**config.mk**
```make
export PLATFORM = sky130hd
export DESIGN_NAME = muldiv_unit
export DESIGN_NICKNAME = d
export VERILOG_FILES = /design/src/rtl/muldiv_pkg.sv /design/src/rtl/muldiv_unit.sv
export SDC_FILE = /design/constraint.sdc
export NUM_CORES = 1
export LEC_CHECK = 0
export CAP_MARGIN = 20
export CORE_ASPECT_RATIO = 1.75
export CORE_UTILIZATION = 60
export DETAILED_ROUTE_END_ITERATION = 12
export DONT_BUFFER_PORTS = 1
export PLACE_DENSITY_LB_ADDON = 0.1
export SKIP_LAST_GASP = 1
export SLEW_MARGIN = 20
export SYNTH_ARGS = -nofsm -noshare
export SYNTH_HDL_FRONTEND = slang
export SYNTH_SLANG_ARGS = --single-unit
```
**constraint.sdc**
```tcl
create_clock -name clk -period 5.3 [get_ports clk]
set_input_delay 1.59 -clock clk [delete_from_list [all_inputs] [get_ports clk]]
set_output_delay 1.59 -clock clk [all_outputs]
set_load 0.05 [all_outputs]
```
**src/rtl/muldiv_pkg.sv**
```systemverilog
`default_nettype none
// ============================================================================
// Module      : muldiv_pkg
// Description : Shared definitions for the iterative RV32M multiply/divide
//               unit: operand width, funct3 operation codes, FSM state
//               encoding and operand-signedness helpers.
// Revision    : 1.0 - initial release
// ============================================================================
package muldiv_pkg;

  localparam int XLEN = 32;

  // funct3 encodings of the M extension
  localparam logic [2:0] MUL    = 3'b000;
  localparam logic [2:0] MULH   = 3'b001;
  localparam logic [2:0] MULHSU = 3'b010;
  localparam logic [2:0] MULHU  = 3'b011;
  localparam logic [2:0] DIV    = 3'b100;
  localparam logic [2:0] DIVU   = 3'b101;
  localparam logic [2:0] REM    = 3'b110;
  localparam logic [2:0] REMU   = 3'b111;

  typedef enum logic [1:0] {
    IDLE = 2'd0,
    CALC = 2'd1,
    FIN  = 2'd2,
    DONE = 2'd3
  } state_t;

  // rs1 is treated as two's complement for MULH, MULHSU, DIV and REM
  function automatic logic a_is_signed(input logic [2:0] op);
    return (op == MULH) || (op == MULHSU) || (op == DIV) || (op == REM);
  endfunction

  // rs2 is treated as two's complement for MULH, DIV and REM
  function automatic logic b_is_signed(input logic [2:0] op);
    return (op == MULH) || (op == DIV) || (op == REM);
  endfunction

endpackage
`default_nettype wire

```
**src/rtl/muldiv_unit.sv**
```systemverilog
`default_nettype none
// ============================================================================
// Module      : muldiv_unit
// Description : Iterative RV32M multiply/divide unit. Operands are converted
//               to magnitudes at accept time, processed one bit per cycle
//               (shift-add multiply / restoring divide) for 32 cycles, then
//               sign-corrected and loaded into the result register. Division
//               by zero and signed overflow bypass the iteration and finish
//               on the accepting edge.
// Ports       : clk, rstn (async, active-low)
//               start, op[2:0], a, b, rd_in, flush      - request side
//               busy, done, result, rd_out, rf_we       - status / writeback
// Revision    : 1.0 - initial release
// ============================================================================
module muldiv_unit
  import muldiv_pkg::*;
#(
  parameter int XLEN  = muldiv_pkg::XLEN,
  parameter int CNT_W = 6
) (
  input  logic            clk,
  input  logic            rstn,
  input  logic            start,
  input  logic [2:0]      op,
  input  logic [XLEN-1:0] a,
  input  logic [XLEN-1:0] b,
  input  logic [4:0]      rd_in,
  input  logic            flush,
  output logic            busy,
  output logic            done,
  output logic [XLEN-1:0] result,
  output logic [4:0]      rd_out,
  output logic            rf_we
);

  localparam logic [CNT_W-1:0] c_last_iter = CNT_W'(XLEN - 1);
  localparam logic [XLEN-1:0]  c_ones      = {XLEN{1'b1}};
  localparam logic [XLEN-1:0]  c_int_min   = {1'b1, {(XLEN-1){1'b0}}};

  state_t            r_state;
  logic [CNT_W-1:0]  r_cnt;
  logic [2*XLEN-1:0] r_acc;    // product {hi,lo} or {remainder, dividend/quotient}
  logic [XLEN-1:0]   r_opnd;   // multiplicand or divisor magnitude
  logic [2:0]        r_op;
  logic              r_neg_q;  // negate product / quotient in FIN
  logic              r_neg_r;  // negate remainder in FIN

  // ---------------------------------------------------------------- accept
  logic            w_accept;
  logic            w_is_div;
  logic            w_sa;
  logic            w_sb;
  logic [XLEN-1:0] w_amag;
  logic [XLEN-1:0] w_bmag;
  logic            w_div0;
  logic            w_ovf;
  logic            w_special;
  logic [XLEN-1:0] w_special_res;

  assign w_accept = start && !flush && ((r_state == IDLE) || (r_state == DONE));
  assign w_is_div = op[2];
  assign w_sa     = a_is_signed(op) && a[XLEN-1];
  assign w_sb     = b_is_signed(op) && b[XLEN-1];
  assign w_amag   = w_sa ? (~a + 1'b1) : a;
  assign w_bmag   = w_sb ? (~b + 1'b1) : b;
  assign w_div0   = w_is_div && (b == '0);
  assign w_ovf    = ((op == DIV) || (op == REM)) && (a == c_int_min) && (b == c_ones);
  assign w_special = w_div0 || w_ovf;

  // op[1] distinguishes REM/REMU from DIV/DIVU
  always_comb begin
    w_special_res = '0;
    if (w_div0) begin
      w_special_res = op[1] ? a : c_ones;
    end else if (w_ovf) begin
      w_special_res = op[1] ? '0 : c_int_min;
    end
  end

  // ------------------------------------------------------- one iteration
  // Multiply: add multiplicand into the high half when the low bit of the
  // multiplier is set, then shift the whole 65-bit value right by one.
  logic [XLEN:0]     w_mul_sum;
  logic [2*XLEN-1:0] w_mul_next;

  assign w_mul_sum  = {1'b0, r_acc[2*XLEN-1:XLEN]} +
                      (r_acc[0] ? {1'b0, r_opnd} : {(XLEN+1){1'b0}});
  assign w_mul_next = {w_mul_sum, r_acc[XLEN-1:1]};

  // Restoring divide: the shifted partial remainder can need 33 bits, but
  // after a successful subtract it always fits back into 32.
  logic [XLEN:0]     w_rem_sh;
  logic              w_fits;
  logic [XLEN-1:0]   w_rem_sub;
  logic [2*XLEN-1:0] w_div_next;

  assign w_rem_sh   = r_acc[2*XLEN-1:XLEN-1];
  assign w_fits     = w_rem_sh >= {1'b0, r_opnd};
  assign w_rem_sub  = w_rem_sh[XLEN-1:0] - r_opnd;
  assign w_div_next = w_fits ? {w_rem_sub,           r_acc[XLEN-2:0], 1'b1}
                             : {w_rem_sh[XLEN-1:0],  r_acc[XLEN-2:0], 1'b0};

  // ------------------------------------------------------- final fix-up
  logic [2*XLEN-1:0] w_prod;
  logic [XLEN-1:0]   w_quot;
  logic [XLEN-1:0]   w_rem;
  logic [XLEN-1:0]   w_fin_res;

  assign w_prod = r_neg_q ? (~r_acc + 1'b1) : r_acc;
  assign w_quot = r_neg_q ? (~r_acc[XLEN-1:0] + 1'b1) : r_acc[XLEN-1:0];
  assign w_rem  = r_neg_r ? (~r_acc[2*XLEN-1:XLEN] + 1'b1) : r_acc[2*XLEN-1:XLEN];

  always_comb begin
    w_fin_res = '0;
    case (r_op)
      MUL:                 w_fin_res = w_prod[XLEN-1:0];
      MULH, MULHSU, MULHU: w_fin_res = w_prod[2*XLEN-1:XLEN];
      DIV, DIVU:           w_fin_res = w_quot;
      default:             w_fin_res = w_rem;
    endcase
  end

  // ---------------------------------------------------------------- FSM
  always_ff @(posedge clk or negedge rstn) begin
    if (!rstn) begin
      r_state <= IDLE;
      r_cnt   <= '0;
      busy    <= 1'b0;
      done    <= 1'b0;
      result  <= '0;
      rd_out  <= '0;
      rf_we   <= 1'b0;
    end else if (flush) begin
      // abort without completion; result/rd_out keep their values
      r_state <= IDLE;
      r_cnt   <= '0;
      busy    <= 1'b0;
      done    <= 1'b0;
      rf_we   <= 1'b0;
    end else begin
      case (r_state)
        IDLE, DONE: begin
          done  <= 1'b0;
          rf_we <= 1'b0;
          busy  <= 1'b0;
          if (w_accept) begin
            rd_out <= rd_in;
            if (w_special) begin
              result  <= w_special_res;
              done    <= 1'b1;
              rf_we   <= (rd_in != '0);
              r_state <= DONE;
            end else begin
              busy    <= 1'b1;
              r_cnt   <= '0;
              r_state <= CALC;
            end
          end else begin
            r_state <= IDLE;
          end
        end
        CALC: begin
          r_cnt <= r_cnt + 1'b1;
          if (r_cnt == c_last_iter) begin
            r_state <= FIN;
          end
        end
        FIN: begin
          result  <= w_fin_res;
          done    <= 1'b1;
          rf_we   <= (rd_out != '0);
          busy    <= 1'b0;
          r_cnt   <= '0;
          r_state <= DONE;
        end
        default: r_state <= IDLE;
      endcase
    end
  end

  // ----------------------------------------------------------- datapath
  always_ff @(posedge clk or negedge rstn) begin
    if (!rstn) begin
      r_acc   <= '0;
      r_opnd  <= '0;
      r_op    <= MUL;
      r_neg_q <= 1'b0;
      r_neg_r <= 1'b0;
    end else if (w_accept) begin
      r_op    <= op;
      r_neg_q <= w_sa ^ w_sb;
      r_neg_r <= w_sa;
      if (w_is_div) begin
        r_acc  <= {{XLEN{1'b0}}, w_amag};
        r_opnd <= w_bmag;
      end else begin
        r_acc  <= {{XLEN{1'b0}}, w_bmag};
        r_opnd <= w_amag;
      end
    end else if ((r_state == CALC) && !flush) begin
      r_acc <= r_op[2] ? w_div_next : w_mul_next;
    end
  end

endmodule
`default_nettype wire

```
==> results of run 1 <==
[sequential cells by signal, indices dropped and copies added, names as in the netlist]
register	flops
rf_we	1
r_state	2
r_op	3
rd_out	5
r_acc	64
done	1
r_cnt	6
result	32
busy	1
r_opnd	32
r_neg_q	1
r_neg_r	1
[power breakdown]
| group | switching, W | internal [W] |
|---|---|---|
| Sequential | 0.00130 | 0.00164 |
| Combinational | 0.00450 | 0.00287 |
| Clock | 0.000540 | 0.000744 |
[critical path, delay by kind of cell]
family	cells	cell delay [ps]
simple gates	6	2140
buf+inv	2	420
compound gates	4	570
[synth_stat cells, types with 14 or more instances]
library cell | instances | area share [%]
o22ai_1 | 16 | 0.66
clkbuf_1 | 120 | 3.0
and3_1 | 15 | 0.62
o31ai_1 | 34 | 1.7
a31oi_1 | 30 | 1.2
o221ai_1 | 14 | 0.80
nor4_1 | 14 | 0.57
nand2b_1 | 16 | 0.66
ha_1 | 73 | 6.0
nand3_1 | 37 | 1.2
or3_1 | 21 | 0.86
o211ai_1 | 55 | 2.7
a21o_1 | 34 | 1.7
nor2_1 | 213 | 5.2
a21oi_1 | 168 | 5.5
nand4_1 | 24 | 0.99
a22oi_1 | 15 | 0.74
xnor2_1 | 93 | 5.3
nor3_1 | 54 | 1.8
a211oi_1 | 17 | 0.84
inv_1 | 73 | 1.8
dfrtp_1 | 149 | 24
o21ai_0 | 224 | 7.4
mux2i_1 | 59 | 3.9
xor2_1 | 89 | 5.1
nand2_1 | 219 | 5.4
[per-stage QoR]
step                util [%]  power [W]  instances  setup slack [ps]
global route           64.55    0.01236       2302             754.5
global placement       62.01   0.009897       2269             617.7
finish                 64.55    0.01160       2302             961.7
detailed placement     62.01    0.01002       2269             535.6
CTS                    64.43    0.01134       2300              1015
floorplan                  -   0.008125       2064             976.8
[logic make-up (layout without fill, tap and decap cells)]
logic type / after synthesis / after routing / share of synthesized area (%)
flip-flops: 149 / 149 / 24.46
adder cells (fa/ha/maj): 75 / 75 / 6.255
other: 0 / 1 / 0
XOR/XNOR: 182 / 182 / 10.46
buffers and inverters: 218 / 143 / 5.549
AO/OA/AOI/OAI: 695 / 695 / 28.17
AND/OR/NAND/NOR: 679 / 679 / 20.71
multiplexers: 66 / 66 / 4.392
[per-layer routing]
layer / part of all wire, % / GRT usage, % / up-vias / wire [microns]
li1: - / - / 7295 / -
met1: 36 / 46.27 / 7444 / 19800
met3: 7.3 / 8.841 / 201 / 4027
met4: 7.8 / 33.10 / 0 / 4331
met2: 49 / 73.52 / 725 / 27350
met5: 0 / 0 / - / 0
[cell type report]
| cell class | count | share of cell area [%] |
|---|---|---|
| multi-input combinational | 1697 | 66.77 |
| timing repair buffer | 36 | 1.968 |
| clock inverter | 13 | 1.070 |
| inverter | 76 | 1.781 |
| tap | 312 | 2.437 |
| clock buffer | 18 | 2.679 |
| sequential | 149 | 23.28 |
| antenna | 1 | 0.01562 |
[final timing paths]
| check | cells past startpoint | slack (ps) | start | endpoint |
|---|---|---|---|---|
| setup / recovery | 12 | 960 | b[18] | result[6] |
| hold / removal | 1 | 490 | r_cnt[5] | r_cnt[5] |
| setup reg to reg | 14 | 1100 | r_acc[0] | r_acc[60] |
| hold reg to reg | 1 | 490 | r_cnt[5] | r_cnt[5] |
| max in group asynchronous | 0 | 4190 | rstn | result[10] |
| min in group asynchronous | 0 | 830 | rstn | r_acc[3] |
==> impl_metrics.toml, run 1 <==
[final_layout]
stdcell_area_sq_um = 16020
most-common-layout-cells = "224 x o21ai_0, 219 x nand2_1, 213 x nor2_1"
layout.area.seq_sq_um = 3730
fillers = 2271
nets = 2128
final_common_cell = "o21ai_0"
drive_above_1_share_pct = 5.279
syn2layout_area_growth_pct = 5.114
multi_input_area_sq_um = 10700

[synthesis]
synth_nets = 2215
ys_seq_area_share_pct = 24.46
synth_cell_type_count = 79
synth.cell_area_sq_um = 15240
synth_edf_count = 0
yosysWarnings = 0
syn_avg_cell_area_sq_um = 7.385
syn_inst = 2064
yosys_register_bits = 149
async_flop_share_pct = 100.0
synth_ff_type = "dfrtp_1"

[timing]
layout_min_cycle_time_ps = 4338
maxSlewHeadroom_pct = 25.49
clock_skew_ps = 10.89
setup_viol = 0
hold_viol_final = 0
max_freq_mhz = 230.5
slew_viol_final = 0
fin_setup_tns_ps = 0
holdWs_ps = 485.8
finalCritPeriodShare_pct = 81.85
rsz0062_at_grt = "no"
tightest_slew_ps = 1118

[cts]
clock-root-buffer = "clkbuf_16"
clockBufferDepth = 2
ctsResizeCount = 0
cts_tree = "done"
cts_buffers = 17
cts.sinks = 149
holdBufCountCts = 0
clk_pin_slew_worst_paths_ps = 70
cts_setup_buffers = 0
h-tree-depth = 4
clock_latency_ps = 460

[floorplan]
start_util_pct = 61.41
fp.dieArea_sq_um = 26070
io_pins = 116
fp.dieW_microns = 122.5
core_sq_um = 24820
dieHeight_microns = 212.8
rows = 76

[placed_design]
io_buffers = 0
routabilityCongestion = 1.003
place_hpwl_mm = 42.26
place_area_sq_um = 15390

[drt]
via_count = 15665
drc = 0
wl_mm = 55.50
wire_per_inst_microns = 24.11
via_per_inst = 6.805
first_iter_violations = 1256
postRouteAntennaNets = 0
firstDrtPassIters = 7

[global_route]
grt-ovfl-total = 0
grt_pass1_wl_mm = 84.57
grt_pass1_vias = 15018
grt_max_degree = 150
grt_usage_pct = 43.23
antenna_found_initial = 1

[power_and_ir_drop]
power_density_nw_per_um2 = 723.8
peakVddDrop_mv = 0.4222
p_leak_nw = 6.651

[worst_setup_path]
max_stage_delay_ps = 550
path_common_cell = "o21ai_0"
slowest_stage = "or4_1"
critical_path_arrival_ps = 4720
required_ps = 5680
worstSetupPathType = "in2reg"
cp-end-kind = "flip-flop"
start_kind = "primary input"
path_max_fanout = 29
path_cells = "or4_1 -> or3_1 -> nor4b_1 -> nand4_1 -> buf_4 -> o21a_1 -> nand2b_1 -> a21oi_2 -> and2b_1 -> buf_12 -> o21ai_0 -> o21ai_0"

[run]
cap_violations = 0

[worst_hold_path]
hold_path.class = "reg2reg"

[run_status]
run_status = "complete, no violations"
No activity file was read; power rests on OpenSTA's default activity.
==> inputs of run 2 (changes only) <==
==> constraint.sdc (replaced) <==
create_clock -name clk -period 3.6 [get_ports clk]
set_input_delay 1.08 -clock clk [delete_from_list [all_inputs] [get_ports clk]]
set_output_delay 1.08 -clock clk [all_outputs]
set_load 0.05 [all_outputs]
==> run 2 against run 1 <==
  * Hold slack lost 160 ps
  * Die area is the same
  * Global-route usage grew 2.1 points
  * Cell count grew 6.2%
  * Sequential share of layout area shrank 1.7 points
  * First-iteration DRC count grew 14%
  * Non-clock buffer count grew 142
  * Final area grew 7.7%
  * Highest routed layer unchanged
  * Critical endpoint is now result[20]
  * Critical path type is now reg2reg
  * Total power grew 59%
  * Setup slack lost 960 ps
  * Register-to-register slack lost 1100 ps
  * Clock skew shrank 3.9 ps
==> impl_metrics.toml, run 2 (synthesis gave the netlist of run 1 again) <==
[final_layout]
syn2layout_area_growth_pct = 13.26
largest_reg_flops = 64
n_antenna_cell = 0
nets = 2271
final_cells = 2445
final_common_cell = "o21ai_0"
fillers = 2176
drive_above_1_share_pct = 12.85
most-common-layout-cells = "220 x o21ai_0, 219 x nand2_1, 213 x nor2_1"
stdcell_area_sq_um = 17260
regMostFlops = "r_acc"
top_regs = "r_acc (64), r_opnd (32), result (32)"

[worst_setup_path]
path_cells = "nor4_2 -> buf_4 -> nor4bb_1 -> buf_4 -> nand4b_1 -> or2_2 -> o41ai_1 -> xor2_1 -> o221ai_1 -> a21oi_1 -> a21oi_1"
crit_family = "simple AND/OR/NAND/NOR gates"
worstSetupPathType = "reg2reg"
reg2reg_from = "r_acc[4]"
required_ps = 3940
max_stage_delay_ps = 500
cp-end-kind = "flip-flop"
slowest_stage = "or2_2"
path_max_fanout = 11
cp.depth = 11
critical_path_arrival_ps = 3940
r2r_slack_ps = 6
start_kind = "flip-flop"
reg2reg_to = "result[20]"
ff2ff_path_depth = 11
worst-path-buf-inv = 2

[placed_design]
dpl.cell_count = 2409
routabilityCongestion = 1.037
io_buffers = 0
place_hpwl_mm = 45.17
place_area_sq_um = 16500

[power_and_ir_drop]
power_density_nw_per_um2 = 1071
clock_power_share_pct = 9.9
p_int_w = 0.008569
p_leak_nw = 7.396
p_total_w = 0.01848
switching_share_pct = 53.64
peakVddDrop_mv = 0.6496
p_comb_share_pct = 68.3
p_switching_w = 0.009915
seqPwrFrac_pct = 21.8

[drt]
via_per_inst = 6.759
drc = 0
wl_mm = 59.08
first_iter_violations = 1434
wire_per_inst_microns = 24.16
postRouteAntennaNets = 0
via_count = 16526
firstDrtPassIters = 5

[timing]
tightest_slew_ps = 1115
layout_min_cycle_time_ps = 3594
slew_viol_final = 0
rsz0062_at_grt = "yes"
holdWs_ps = 323.0
clock_skew_ps = 6.997
maxSlewHeadroom_pct = 25.40
setup_viol = 0
hold_viol_final = 0
max_freq_mhz = 278.3
finalCritPeriodShare_pct = 99.83

[floorplan]
dieHeight_microns = 212.8
start_util_pct = 61.41
rows = 76
io_pins = 116
fp.dieArea_sq_um = 26070
core_sq_um = 24820
fp.dieW_microns = 122.5

[cts]
clockBufferDepth = 2
clk_pin_slew_worst_paths_ps = 70
cts_tree = "done"
h-tree-depth = 4
cts.sinks = 149
clock-root-buffer = "clkbuf_16"
cts_buffers = 17
holdBufCountCts = 0
clock_latency_ps = 460

[global_route]
antenna_found_initial = 0
grt-ovfl-total = 0
grt_pass1_vias = 15878
grt_max_degree = 150
grt_pass1_wl_mm = 87.71
grt_usage_pct = 45.32

[run]
cap_violations = 0

[worst_hold_path]
hold_path.class = "in2async"

[run_status]
run_status = "complete, no violations"
run 2: cell types whose count changed in the layout (fill, tap and decap cells not counted), moves of 3 or more:
| cell | previous run | this run |
|---|---|---|
| o21ai_1 | 9 | 12 |
| o21ai_0 | 224 | 220 |
| nor3_1 | 54 | 51 |
| buf_4 | 33 | 173 |
run 2: worst reg2reg max path, cell delays in order (launching register included):
cell and delay, ps:
dfrtp_1 390, nor4_2 360, buf_4 180, nor4bb_1 420, buf_4 220, nand4b_1 200, or2_2 500, o41ai_1 470
xor2_1 220, o221ai_1 200, a21oi_1 230, a21oi_1 90
run 2: how the worst max path moves through the flow:
stage,startpoint,to,slack [ps]
2_1_floorplan,b[10],result[1],-30
3_3_place_gp,b[18],result[16],-140
3_5_place_dp,b[18],result[0],-180
4_1_cts,r_acc[0],r_acc[62],3
5_1_grt,r_acc[0],r_acc[60],-110
6_report,r_acc[4],result[20],6
run 2: area by class of cell:
class                   count  area, sq um  area share [%]
multi-input cells        1698        10870           62.99
inverters                  76        285.3           1.653
clock buffers              20        446.7           2.588
clock inverters            12        141.4          0.8190
repair buffers            178         1395           8.081
well taps                 312        390.4           2.261
flip-flops and latches    149         3730           21.61
run 2: repair_timing:
action / CTS / global route
gates resized for setup: 3 / 25
buffers inserted: 0 / 2
pin swaps: 0 / 6
setup endpoints to repair: 4 / 30
cloned: 0 / 2
run 2: per-layer routing:
layer | GRT usage [%] | vias to the layer above | share of wire (%)
met2 | 76.11 | 867 | 47
met5 | 0 | - | 0
met4 | 39.61 | 0 | 11
li1 | - | 7576 | -
met1 | 46.73 | 7771 | 34
met3 | 10.28 | 312 | 7.6
run 2: power groups by stage:
stage | combinational (W) | clock [W] | sequential [W]
floorplan | 0.00826 | 0 | 0.00371
global placement | 0.0117 | 0 | 0.00399
detailed placement | 0.0119 | 0 | 0.00401
CTS | 0.0120 | 0.00185 | 0.00398
global route | 0.0136 | 0.00190 | 0.00409
finish | 0.0126 | 0.00184 | 0.00403
run 2: through the flow:
stage          setup slack (ps)  setup TNS (ps)  utilization [%]
2_1_floorplan            -25.49          -50.97                -
3_3_place_gp             -141.8           -3492            66.47
3_5_place_dp             -177.5           -4980            66.47
4_1_cts                   2.735               0            68.88
5_1_grt                  -114.3          -347.7            69.56
6_report                  6.192               0            69.56
==> inputs of run 3 (changes only) <==
--- a/config.mk
+++ b/config.mk
@@ -7,10 +7,12 @@
 export LEC_CHECK = 0
 export CAP_MARGIN = 20
 export CORE_ASPECT_RATIO = 1.75
-export CORE_UTILIZATION = 60
+export CORE_UTILIZATION = 49
+export CTS_CLUSTER_DIAMETER = 60
 export DETAILED_ROUTE_END_ITERATION = 12
 export DONT_BUFFER_PORTS = 1
 export PLACE_DENSITY_LB_ADDON = 0.1
+export REMOVE_ABC_BUFFERS = 1
 export SKIP_LAST_GASP = 1
 export SLEW_MARGIN = 20
 export SYNTH_ARGS = -nofsm -noshare
==> run 3 against run 2 <==
  * Register-to-register slack improved by 130 ps
  * Non-clock buffer count fell by 15
  * Setup slack improved by 130 ps
  * Hold slack got worse by 23 ps
  * Total power fell by 2.7%
  * Largest cell class unchanged
  * Largest power group unchanged
  * Highest routed layer unchanged
==> impl_metrics.toml, run 3 (synthesis gave the netlist of run 1 again) <==
[timing]
hold_viol_final = 0
clock_skew_ps = 13.54
finalWorstSetupSlack_ps = 137.8
maxSlewHeadroom_pct = 28.19
finalCritPeriodShare_pct = 96.17
layout_min_cycle_time_ps = 3462
max_freq_mhz = 288.8
tightest_slew_ps = 1073
fin_setup_tns_ps = 0
setup_viol = 0
slew_viol_final = 0
rsz0062_at_grt = "yes"

[placed_design]
io_buffers = 0
routabilityCongestion = 0.9481
place_hpwl_mm = 45.47
place_ws_ps = -122.0

[floorplan]
start_util_pct = 49.59
dieHeight_microns = 235.3
core_sq_um = 30740
fp.dieArea_sq_um = 31840
rows = 85
fp.dieW_microns = 135.3
io_pins = 116

[power_and_ir_drop]
switching_share_pct = 53.62
clock_power_share_pct = 10.0
p_int_w = 0.008346
p_total_w = 0.01799
p_leak_nw = 7.265
p_switching_w = 0.009648
p_comb_share_pct = 67.5
peakVddDrop_mv = 0.4450
seqPwrFrac_pct = 22.5
power_density_nw_per_um2 = 1048

[final_layout]
multi_input_area_sq_um = 10790
drive_above_1_share_pct = 11.90
final_core_util_pct = 55.88
top_regs = "r_acc (64), r_opnd (32), result (32)"
largest_reg_flops = 64
most-common-layout-cells = "222 x o21ai_0, 219 x nand2_1, 213 x nor2_1"
fillers = 2956
n_antenna_cell = 0
final_common_cell = "o21ai_0"
syn2layout_area_growth_pct = 12.68
layout.area.seq_sq_um = 3730
nets = 2255
regMostFlops = "r_acc"

[cts]
clock-root-buffer = "clkbuf_16"
cts.sinks = 149
cts_tree = "done"
clock_latency_ps = 470
h-tree-depth = 4
clockBufferDepth = 2
cts_buffers = 17
clk_pin_slew_worst_paths_ps = 70

[global_route]
top_usage_layer = "met2"
grt_usage_pct = 37.52
grt_pass1_wl_mm = 90.40
grt_pass1_vias = 15876
gr-usage-met2_pct = 66.37
grt_max_degree = 150
use_met3_pct = 6.869
grt-ovfl-total = 0
met1_usage_pct = 40.91
antenna_found_initial = 0

[drt]
wl_mm = 58.48
first_iter_violations = 1290
firstDrtPassIters = 5
via_count = 15928
drc = 0
via_per_inst = 6.351
wire_per_inst_microns = 23.32
postRouteAntennaNets = 0

[worst_setup_path]
worstSetupPathType = "reg2reg"
critical_path_arrival_ps = 3820
path_max_fanout = 11
cp-startpoint = "r_acc[4]"
reg2reg_from = "r_acc[4]"
required_ps = 3960
cp-end-kind = "flip-flop"
start_kind = "flip-flop"

[run_status]
run_status = "complete, no violations"

[run]
cap_violations = 0

[worst_hold_path]
hold_path.class = "in2async"
## run 3: stage by stage
stage	instances	hold slack [ps]	area (sq um)
2_1_floorplan	1922	435.0	14680
3_3_place_gp	2475	459.6	16510
3_5_place_dp	2475	461.5	16510
4_1_cts	2507	296.8	17080
5_1_grt	2508	303.6	17180
6_report	2508	299.8	17180
## run 3: power by group through the flow
stage | Combinational, W | Clock, W | Sequential (W)
6_report | 0.0121 | 0.00179 | 0.00405
5_1_grt | 0.0133 | 0.00188 | 0.00413
4_1_cts | 0.0119 | 0.00181 | 0.00402
3_5_place_dp | 0.0118 | 0 | 0.00405
3_3_place_gp | 0.0117 | 0 | 0.00404
2_1_floorplan | 0.00761 | 0 | 0.00407
## run 3: metal layers
metal,vias up,routed length (microns)
met3,180,3386
met2,600,29800
met4,0,3521
met1,7619,21780
met5,-,0
li1,7529,-
## run 3: critical path, stage by stage, from the launching register on
cell and delay, ps:
dfrtp_1 390, nor4_2 330, buf_4 190, nor4bb_1 420, buf_4 220, nand4b_1 140
or2_2 480, or2_4 330, o31ai_4 180, xor2_1 210, o21ai_1 130, a221oi_2 300
nor2_1 60
## run 3: final cells by class
class	instances	area share, %
inverter	76	1.661
timing repair buffer	163	7.678
tap	391	2.848
sequential	149	21.72
clock inverter	12	0.6921
clock buffer	20	2.601
multi-input combinational	1697	62.80
## run 3: path summary, 6_finish.rpt
check	endpoint	slack, ps	cells past startpoint
max	result[28]	140	12
min	r_acc[59]	300	0
max reg2reg	result[28]	140	12
min reg2reg	r_cnt[5]	470	1
max in group asynchronous	r_acc[4]	3070	0
min in group clk	r_cnt[5]	470	1
## run 3: repair_timing
item | in CTS | in global routing
setup endpoints to repair | 4 | 22
hold buffers | 0 | 0
setup buffers | 0 | 1
cloned | 0 | 0
gates resized for setup | 3 | 22
pin swaps | 1 | 3
